## config.mk

```make
export PLATFORM = sky130hd
export DESIGN_NAME = fetch_aligner
export DESIGN_NICKNAME = d
export VERILOG_FILES = /design/src/rtl/fetch_aligner.sv
export SDC_FILE = /design/constraint.sdc
export NUM_CORES = 1
export LEC_CHECK = 0
export ABC_AREA = 1
export CAP_MARGIN = 30
export CORE_MARGIN = 3
export CORE_UTILIZATION = 56
export CTS_BUF_LIST = sky130_fd_sc_hd__clkbuf_2 sky130_fd_sc_hd__clkbuf_4 sky130_fd_sc_hd__clkbuf_8
export DETAILED_ROUTE_END_ITERATION = 8
export PLACE_DENSITY = 0.85
export SLEW_MARGIN = 20
export SYNTH_ARGS = -nofsm -noshare
export SYNTH_HDL_FRONTEND = slang
export SYNTH_SLANG_ARGS = --single-unit
```

## constraint.sdc

```tcl
create_clock -name clk_i -period 4.12 [get_ports clk_i]
set_input_delay 0.412 -clock clk_i [delete_from_list [all_inputs] [get_ports clk_i]]
set_output_delay 0.412 -clock clk_i [all_outputs]
set_load 0.01 [all_outputs]
```

## src/rtl/fetch_aligner.sv

```systemverilog
// Halfword realignment buffer between the fetch port and the RV32IC decoder.
// Holds up to four halfwords and presents one 16- or 32-bit instruction at a time.
module fetch_aligner #(
  parameter logic [31:0] RESET_PC = 32'h0000_0000
) (
  input  logic        clk_i,
  input  logic        rst_i,
  input  logic        word_valid_i,
  input  logic [31:0] word_i,
  output logic        word_ready_o,
  input  logic        instr_ready_i,
  output logic        instr_valid_o,
  output logic [31:0] instr_o,
  output logic        instr_is_c_o,
  output logic [31:0] instr_pc_o,
  input  logic        flush_i,
  input  logic [31:0] flush_pc_i
);

  localparam int unsigned HW_W  = 16;
  localparam int unsigned DEPTH = 4;
  localparam int unsigned CNT_W = 3;

  logic [HW_W-1:0]  hw_q  [DEPTH];
  logic [HW_W-1:0]  hw_sh [DEPTH];
  logic [HW_W-1:0]  hw_d  [DEPTH];
  logic [CNT_W-1:0] cnt_q, cnt_d, pop_n, rem;
  logic [31:0]      pc_q, pc_d;
  logic             drop_q, drop_d;
  logic             is_c, pop, push;

  assign is_c          = hw_q[0][1:0] != 2'b11;
  assign instr_valid_o = (cnt_q >= CNT_W'(1) && is_c) || (cnt_q >= CNT_W'(2) && !is_c);
  assign instr_is_c_o  = instr_valid_o && is_c;
  assign instr_o       = !instr_valid_o ? 32'h0 :
                         is_c ? {16'h0, hw_q[0]} : {hw_q[1], hw_q[0]};
  assign instr_pc_o    = pc_q;
  assign word_ready_o  = (cnt_q <= CNT_W'(2)) && !flush_i;
  assign pop           = instr_valid_o && instr_ready_i && !flush_i;
  assign push          = word_valid_i && word_ready_o;

  // Pop shifts the FIFO first; pushed halfwords land after the survivors.
  always_comb begin
    pop_n  = '0;
    hw_sh  = hw_q;
    rem    = cnt_q;
    hw_d   = hw_q;
    cnt_d  = cnt_q;
    pc_d   = pc_q;
    drop_d = drop_q;

    if (pop) pop_n = is_c ? CNT_W'(1) : CNT_W'(2);

    case (pop_n)
      CNT_W'(1): hw_sh = '{hw_q[1], hw_q[2], hw_q[3], 16'h0};
      CNT_W'(2): hw_sh = '{hw_q[2], hw_q[3], 16'h0, 16'h0};
      default:   hw_sh = hw_q;
    endcase

    rem   = cnt_q - pop_n;
    hw_d  = hw_sh;
    cnt_d = rem;
    pc_d  = pc_q + 32'({pop_n, 1'b0});

    // The cnt<=2 push gate keeps rem+1 within the FIFO.
    if (push) begin
      if (drop_q) begin
        hw_d[rem[1:0]] = word_i[31:16];
        cnt_d          = rem + CNT_W'(1);
        drop_d         = 1'b0;
      end else begin
        hw_d[rem[1:0]]         = word_i[15:0];
        hw_d[rem[1:0] + 2'd1]  = word_i[31:16];
        cnt_d                  = rem + CNT_W'(2);
      end
    end

    if (flush_i) begin
      cnt_d  = '0;
      pc_d   = {flush_pc_i[31:1], 1'b0};
      drop_d = flush_pc_i[1];
    end
  end

  always_ff @(posedge clk_i or posedge rst_i) begin
    if (rst_i) begin
      hw_q   <= '{default: '0};
      cnt_q  <= '0;
      pc_q   <= RESET_PC;
      drop_q <= 1'b0;
    end else begin
      hw_q   <= hw_d;
      cnt_q  <= cnt_d;
      pc_q   <= pc_d;
      drop_q <= drop_d;
    end
  end

endmodule

```

==> results of run 1 <==
==> where the power goes <==
part | switching (W) | internal [W]
clock network | 0.000357 | 0.000273
registers | 0.000243 | 0.00130
logic | 0.00202 | 0.00108
total | 0.00262 | 0.00265
==> per-stage QoR <==
| step | power, W | setup WS, ps |
|---|---|---|
| floorplan | 0.00361 | 1080 |
| global placement | 0.00451 | 546 |
| detailed placement | 0.00458 | 423 |
| CTS | 0.00522 | 637 |
| global route | 0.00570 | 376 |
| finish | 0.00527 | 605 |
==> logic make-up after synthesis <==
| group | after synthesis | synth area share |
|---|---|---|
| AO/OA/AOI/OAI | 242 | 0.166 |
| XOR/XNOR | 10 | 0.0107 |
| AND/OR/NAND/NOR | 811 | 0.408 |
| adder cells (fa/ha/maj) | 9 | 0.0156 |
| other | 1 | 0.000460 |
| flip-flops | 99 | 0.304 |
| buffers and inverters | 185 | 0.0956 |
==> synthesized netlist by cell type <==
library cell,count
o21ai_0,67
o31ai_1,1
nor2_1,71
ha_1,7
xor2_1,7
buf_1,11
nor3_1,55
xnor2_1,3
buf_4,5
o211ai_1,32
clkbuf_1,59
buf_6,5
nor2_4,1
nor2_8,1
nor3b_1,1
buf_2,19
inv_1,83
fa_1,2
a21o_1,1
o21ai_1,5
nand2_4,2
nand3_1,64
nand2_2,2
inv_4,2
nor2_2,1
a221oi_1,1
nand4_1,21
nand3b_1,7
a31oi_1,25
nand2_1,584
o311ai_0,6
inv_2,1
dfrtp_1,99
a21oi_1,104
conb_1,1
nor3_2,1
==> cell type report <==
type / instances / area (um2) / share of cell area
multi-input combinational: 1073 / 4900 / 0.508
sequential: 99 / 2480 / 0.257
timing repair buffer: 157 / 1530 / 0.159
inverter: 86 / 330 / 0.0342
tap: 180 / 225 / 0.0233
clock buffer: 14 / 174 / 0.0180
clock inverter: 2 / 10.0 / 0.00104
==> metal layers <==
layer | part of all wire | track usage | routed length, um
met3 | 0.11 | 0.0493 | 2970
met2 | 0.46 | 0.535 | 12300
met1 | 0.40 | 0.449 | 10800
met5 | 0 | 0 | 0
met4 | 0.033 | 0.136 | 896
==> final timing paths <==
path                                   to  cells past startpoint      startpoint
hold reg to reg                  hw_q[13]                      2        hw_q[13]
max in group asynchronous         hw_q[7]                      4           rst_i
setup / recovery                 hw_q[17]                     15        cnt_q[1]
setup reg to reg                 hw_q[17]                     15        cnt_q[1]
hold / removal             instr_pc_o[28]                      2           rst_i
min in group clk_i         instr_pc_o[12]                      3  flush_pc_i[12]
==> state kept, by name (all words and copies together), names as in the netlist <==
name and flops:
cnt_q 3, drop_q 1, hw_q 64, instr_pc_o 31
==> impl_metrics.toml, run 1 <==
[route]
drtIter0Drc = 996
routedWlPerCell_um = 16.7
dr.pass1.iters = 7
viasPerCell = 5.86
vias = 9445
finalWirelength_um = 26900
route.detailed.drc = 0
antenna_left = 0

[timing]
setup_viol = 0
period_needed_ps = 3520
hold_viol = 0
rsz0062_at_grt = "false"
hold_ws_ps = 351
min_period_over_period = 0.853
maxSlewViolCount = 0
fin_tns_setup_ps = 0
fmax_mhz = 284
max-slew-margin-rel = 0.312
clock_skew_ps = 8.74
worst_pin_slew_ps = 1030

[status]
outcome = "finished, final reports clean"

[critical_path]
critical_path_required_ps = 4440
slowest_stage = "inv_1"
path_buf_inv = 2
startpoint_type = "flop"
path_class = "flop to flop"
cp_top_family = "simple AND/OR/NAND/NOR gates"
critical_path_peak_fanout = 25
crit_top_cell = "nand2_1"
cp_cell_sequence = "nor2_8, nand2_4, nand2_4, nor2_4, ha_1, inv_1, fa_1, ha_2, inv_1, nand2_1, nand2_1, nand2_1, nand2_1, nand2_1, nand2_1"
end_kind = "flop"
worstPathArrival_ps = 3840
crit_path_max_incr_delay_ps = 740
rrSetupSlack_ps = 600

[layout]
fillers = 1250
finalNetCount = 1504
area_growth_pct = 18.3
diodes = 0
final_common_cell = "nand2_1"
mostFrequentLayoutCells = "nand2_1, clkdlybuf4s50_1, a21oi_1"
stdcell_count = 1611
final_area_mm2 = 0.00965
postLayoutCoreUtil = 0.687
drive_gt1_frac = 0.0384

[grt]
grt_max_degree = 92
gr-total-overflow = 0
grt_usage = 0.332
antenna_found_initial = 0
first_global_vias = 8467
grt_pass1_wl_um = 43400

[cts]
cts_max_level = 3
cts_buffers = 9
cts-root-buf = "clkbuf_8"
clk-insertion-delay-late_ps = 390
cts_setup_buffers = 0
postCtsHoldBufs = 0
max-clock-path-buffers = 2
postCtsResizedCells = 0
cts_tree = "built"
clkSinkCount = 99
clk_pin_slew_ps = 100

[floorplan]
io_pins = 136
dieArea_mm2 = 0.0161
start_util = 0.581
core_region_area_mm2 = 0.0140
die_h_um = 127
rows = 43
fp.dieW_um = 127

[power_and_ir_drop]
p_per_area_mw_per_mm2 = 546
p_leak_nw = 4.56
vdd_drop_max_uv = 409

[logic_synthesis]
netlist_area_mm2 = 0.00816
ys_seq_area_frac = 0.304
synth.avg_cell_area_um2 = 6.01
syn_nets = 1435
synth_warnings = 0
yosysTopAreaCell = "dfrtp_1"
synth_area_leaders = "dfrtp_1, nand2_1, a21oi_1, o21ai_0, nand3_1"
synth_cells = 1357
synth.top_cell.area_share = 0.304
ys_ff_latch = 99
synth_cell_types = 36

[placement]
placed_area_mm2 = 0.00947
io_buffer_count = 133
routabilityCongestion = 1.02
place_inst = 1595
hpwl_um = 17600

[job]
max_cap_violations = 0

[min_path]
hold_class = "input pin to async pin"
Note: power is estimated with default switching activity, not from simulation.
==> run 2: changes to the inputs <==
==> constraint.sdc (replaced) <==
create_clock -name clk_i -period 4.12 [get_ports clk_i]
set_input_delay 1.03 -clock clk_i [delete_from_list [all_inputs] [get_ports clk_i]]
set_output_delay 1.03 -clock clk_i [all_outputs]
set_load 0.01 [all_outputs]
==> run 2 against run 1 <==
Combinational power up 4%. First-iteration DRC count up 7.3%. Clock skew up 1.4 ps. Register-to-register slack better by 250 ps. Non-clock buffer count up 11. Critical path depth unchanged. Via count up 2.7%. Sequential power about the same. Clock-buffer cell count down 1. Wire length up 2.2%. Flip-flop and latch count unchanged. Utilization up 1.0 points.
==> impl_metrics.toml, run 2 (synthesis gave the netlist of run 1 again) <==
[timing]
fin_tns_setup_ps = 0
max-slew-margin-rel = 0.348
clock_skew_ps = 10.2
setup_ws_ps = 479
setup_viol = 0
min_period_over_period = 0.884
period_needed_ps = 3640
rsz0062_at_grt = "false"
maxSlewViolCount = 0
worst_pin_slew_ps = 977
hold_viol = 0
fmax_mhz = 275

[critical_path]
r2r-start = "hw_q[48]"
rrSetupSlack_ps = 850
critical_path_required_ps = 4390
worstPathArrival_ps = 3910
path_class = "input pin to flop"
cp-endpoint = "hw_q[41]"
critical_path_peak_fanout = 18
startpoint_type = "input pin"
r2r_end = "hw_q[41]"
end_kind = "flop"
cp-startpoint = "instr_ready_i"
reg2regPathDepth = 16

[placement]
routabilityCongestion = 1.00
place_inst = 1606
place_ws_ps = 244
io_buffer_count = 133
hpwl_um = 18400

[floorplan]
fp.dieW_um = 127
rows = 43
start_util = 0.581
io_pins = 136
dieArea_mm2 = 0.0161
core_region_area_mm2 = 0.0140
die_h_um = 127

[layout]
finalNetCount = 1515
register_area_mm2 = 0.00248
drive_gt1_frac = 0.0451
postLayoutCoreUtil = 0.698
diodes = 0
fillers = 1222
largest-register = "hw_q"
mostFrequentLayoutCells = "nand2_1, clkdlybuf4s50_1, a21oi_1"
multi_input_area_mm2 = 0.00490
final_common_cell = "nand2_1"
area_growth_pct = 20.1
stdcell_count = 1621
largest_register_ffs = 64

[cts]
cts_max_level = 3
max-clock-path-buffers = 2
clkSinkCount = 99
cts-root-buf = "clkbuf_8"
cts_buffers = 9
postCtsResizedCells = 0
clk-insertion-delay-late_ps = 380
cts_setup_buffers = 0
postCtsHoldBufs = 0
clk_pin_slew_ps = 100
cts_tree = "built"

[grt]
gr-total-overflow = 0
grt_pass1_wl_um = 43600
grt_max_degree = 92
grt_usage = 0.334
first_global_vias = 8656
antenna_found_initial = 0

[min_path]
hold_class = "flop to flop"

[power_and_ir_drop]
power.share.switching = 0.488
p_seq_frac = 0.283
p_leak_nw = 4.64
p_int_w = 0.00279
switchingPower_w = 0.00266
p_per_area_mw_per_mm2 = 556
clockPowerShare = 0.125
vdd_drop_max_uv = 377
report.power.total_w = 0.00545
combPwrFrac = 0.592

[route]
route.detailed.drc = 0
dr.pass1.iters = 8
antenna_left = 0
viasPerCell = 5.98
routedWlPerCell_um = 17.0
vias = 9699
finalWirelength_um = 27500
drtIter0Drc = 1069

[status]
outcome = "finished, final reports clean"

[job]
max_cap_violations = 0
## run 2: critical path, cell delays in order
cell and delay, ps:
clkdlybuf4s50_1 450, inv_1 40, nor2_2 150, nand2_4 90
nor2_4 130, ha_1 160, inv_1 40, fa_1 570
inv_1 100, ha_1 240, buf_4 220, nand2_1 110
nand2_1 100, o21ai_0 370, nand2_1 90
## run 2: power groups by stage
stage	Sequential, W	Clock [W]	Combinational, W
floorplan	0.00151	0	0.00211
global placement	0.00155	0	0.00307
detailed placement	0.00156	0	0.00313
CTS	0.00154	0.000680	0.00315
global route	0.00158	0.000714	0.00358
finish	0.00154	0.000678	0.00322
## run 2: worst min-delay path by stage
stage                  start        to  depth (start not counted)
floorplan            hw_q[0]   hw_q[0]                          2
global placement     hw_q[5]   hw_q[5]                          2
detailed placement   hw_q[0]   hw_q[0]                          2
CTS                  hw_q[5]   hw_q[5]                          2
global route        hw_q[14]  hw_q[14]                          2
finish               hw_q[0]   hw_q[0]                          2
## run 2: layer usage
metal,global-route usage,share of wire,vias to the layer above
met3,0.0539,0.11,95
met2,0.523,0.45,646
met4,0.167,0.042,0
li1,-,-,4585
met1,0.448,0.40,4373
met5,0,0,-
## run 2: final cells by class
class                      instances  area share
clock buffer                      13      0.0170
inverter                          86      0.0337
tap                              180      0.0230
timing repair buffer             168       0.169
multi-input combinational       1073       0.501
clock inverter                     2     0.00358
sequential                        99       0.253
## run 2: metrics by stage
step           cell area, um2  hold WS, ps
2_1_floorplan            8160          519
3_3_place_gp             9590          539
3_5_place_dp             9590          550
4_1_cts                  9800          574
5_1_grt                  9800          619
6_report                 9800          575
==> run 3: changes to the inputs <==
- GPL_TIMING_DRIVEN: not set -> 0
==> run 3 against run 2 <==
Global-route usage increased by 5.7 points. First-iteration DRC count increased by 46%. Worst setup slack got worse by 360 ps. Clock skew decreased by 1.4 ps. Highest routed layer unchanged. Largest cell class unchanged.
==> impl_metrics.toml, run 3 (synthesis gave the netlist of run 1 again) <==
[cts]
cts_max_level = 3
clk_pin_slew_ps = 100
cts_buffers = 9
postCtsHoldBufs = 0
cts_tree = "built"
cts-root-buf = "clkbuf_8"
clk-insertion-delay-late_ps = 410
clkSinkCount = 99
max-clock-path-buffers = 2

[layout]
multi_input_area_mm2 = 0.00495
largest-register = "hw_q"
diodes = 0
fillers = 1279
final_area_mm2 = 0.00995
largest_register_ffs = 64
finalNetCount = 1571
drive_gt1_frac = 0.0601
final_common_cell = "nand2_1"
register_area_mm2 = 0.00248
postLayoutCoreUtil = 0.708
area_growth_pct = 21.9
mostFrequentLayoutCells = "nand2_1, clkdlybuf4s50_1, a21oi_1"

[timing]
maxSlewViolCount = 0
clock_skew_ps = 8.79
setup_viol = 0
period_needed_ps = 4000
rsz0062_at_grt = "true"
worst_pin_slew_ps = 754
min_period_over_period = 0.971
max-slew-margin-rel = 0.493
hold_viol = 0
fmax_mhz = 250

[critical_path]
path_class = "input pin to flop"
startpoint_type = "input pin"
critical_path_peak_fanout = 11
critical_path_required_ps = 4410
worstPathArrival_ps = 4290
end_kind = "flop"
rrSetupSlack_ps = 540

[route]
route.detailed.drc = 0
drtIter0Drc = 1566
finalWirelength_um = 31800
dr.pass1.iters = 6
routedWlPerCell_um = 18.9
viasPerCell = 5.91
vias = 9925
antenna_left = 0

[grt]
grt_usage = 0.390
grt_max_degree = 53
first_global_vias = 9340
antenna_found_initial = 0
gr-total-overflow = 0
grt_pass1_wl_um = 49500

[min_path]
hold_class = "flop to flop"

[floorplan]
core_region_area_mm2 = 0.0140
die_h_um = 127
fp.dieW_um = 127
dieArea_mm2 = 0.0161
rows = 43
io_pins = 136
start_util = 0.581

[power_and_ir_drop]
vdd_drop_max_uv = 362
p_leak_nw = 4.71
p_per_area_mw_per_mm2 = 559

[status]
outcome = "finished, final reports clean"

[placement]
hpwl_um = 24900
placed_area_mm2 = 0.00967
io_buffer_count = 125
routabilityCongestion = 1.06

[job]
max_cap_violations = 0
[run 3: layout make-up]
class	count	area share
flip-flops and latches	99	0.249
repair buffers	127	0.129
plain buffers	97	0.0485
multi-input cells	1073	0.498
clock inverters	5	0.00415
well taps	180	0.0226
inverters	86	0.0335
clock buffers	11	0.0152
[run 3: timing repair]
item                                    in CTS  in global routing
pin swaps                                    1                  0
gates cloned                                 0                  0
setup buffers                                1                  0
gates resized for setup                     15                 34
endpoints found under the setup margin      65                 50
[run 3: final timing paths]
check	startpoint	to	depth (start not counted)
max reg2reg	hw_q[48]	hw_q[49]	17
min in group asynchronous	rst_i	instr_pc_o[28]	2
max in group asynchronous	rst_i	instr_pc_o[10]	3
min reg2reg	hw_q[7]	hw_q[7]	2
min	hw_q[7]	hw_q[7]	2
max	instr_ready_i	hw_q[49]	17
[run 3: critical path: stages]
cell and delay, ps:
clkdlybuf4s50_1 480, inv_1 70, nor2_4 140, nand2_4 120, nor2_4 160, buf_4 220, ha_1 160, inv_1 40
fa_1 550, inv_1 100, ha_1 190, clkbuf_4 190, buf_2 220, nand2_1 190, nor2_1 60, o21ai_0 250
nand2_1 100
[run 3: through the flow]
stage               power [W]  TNS (ps)  hold slack (ps)  setup WS, ps  cells
finish                0.00556         0              599           121   1678
global placement      0.00464   -156340              551         -1170   1662
CTS                   0.00541         0              594          24.5   1680
floorplan             0.00361         0              519           463   1357
detailed placement    0.00472    -45440              571          -827   1663
global route          0.00595     -5.14              631         -5.14   1678
[run 3: routing by layer]
metal / GRT usage / share of wire / up-vias
met1: 0.493 / 0.37 / 4387
met2: 0.630 / 0.45 / 695
met3: 0.0888 / 0.13 / 142
met5: 0 / 0 / -
met4: 0.197 / 0.055 / 0
li1: - / - / 4701
[run 3: power breakdown]
group	switching, W	internal [W]	total (W)
Sequential	0.000322	0.00130	0.00162
Clock	0.000404	0.000260	0.000663
Combinational	0.00212	0.00116	0.00328
Total	0.00285	0.00271	0.00556
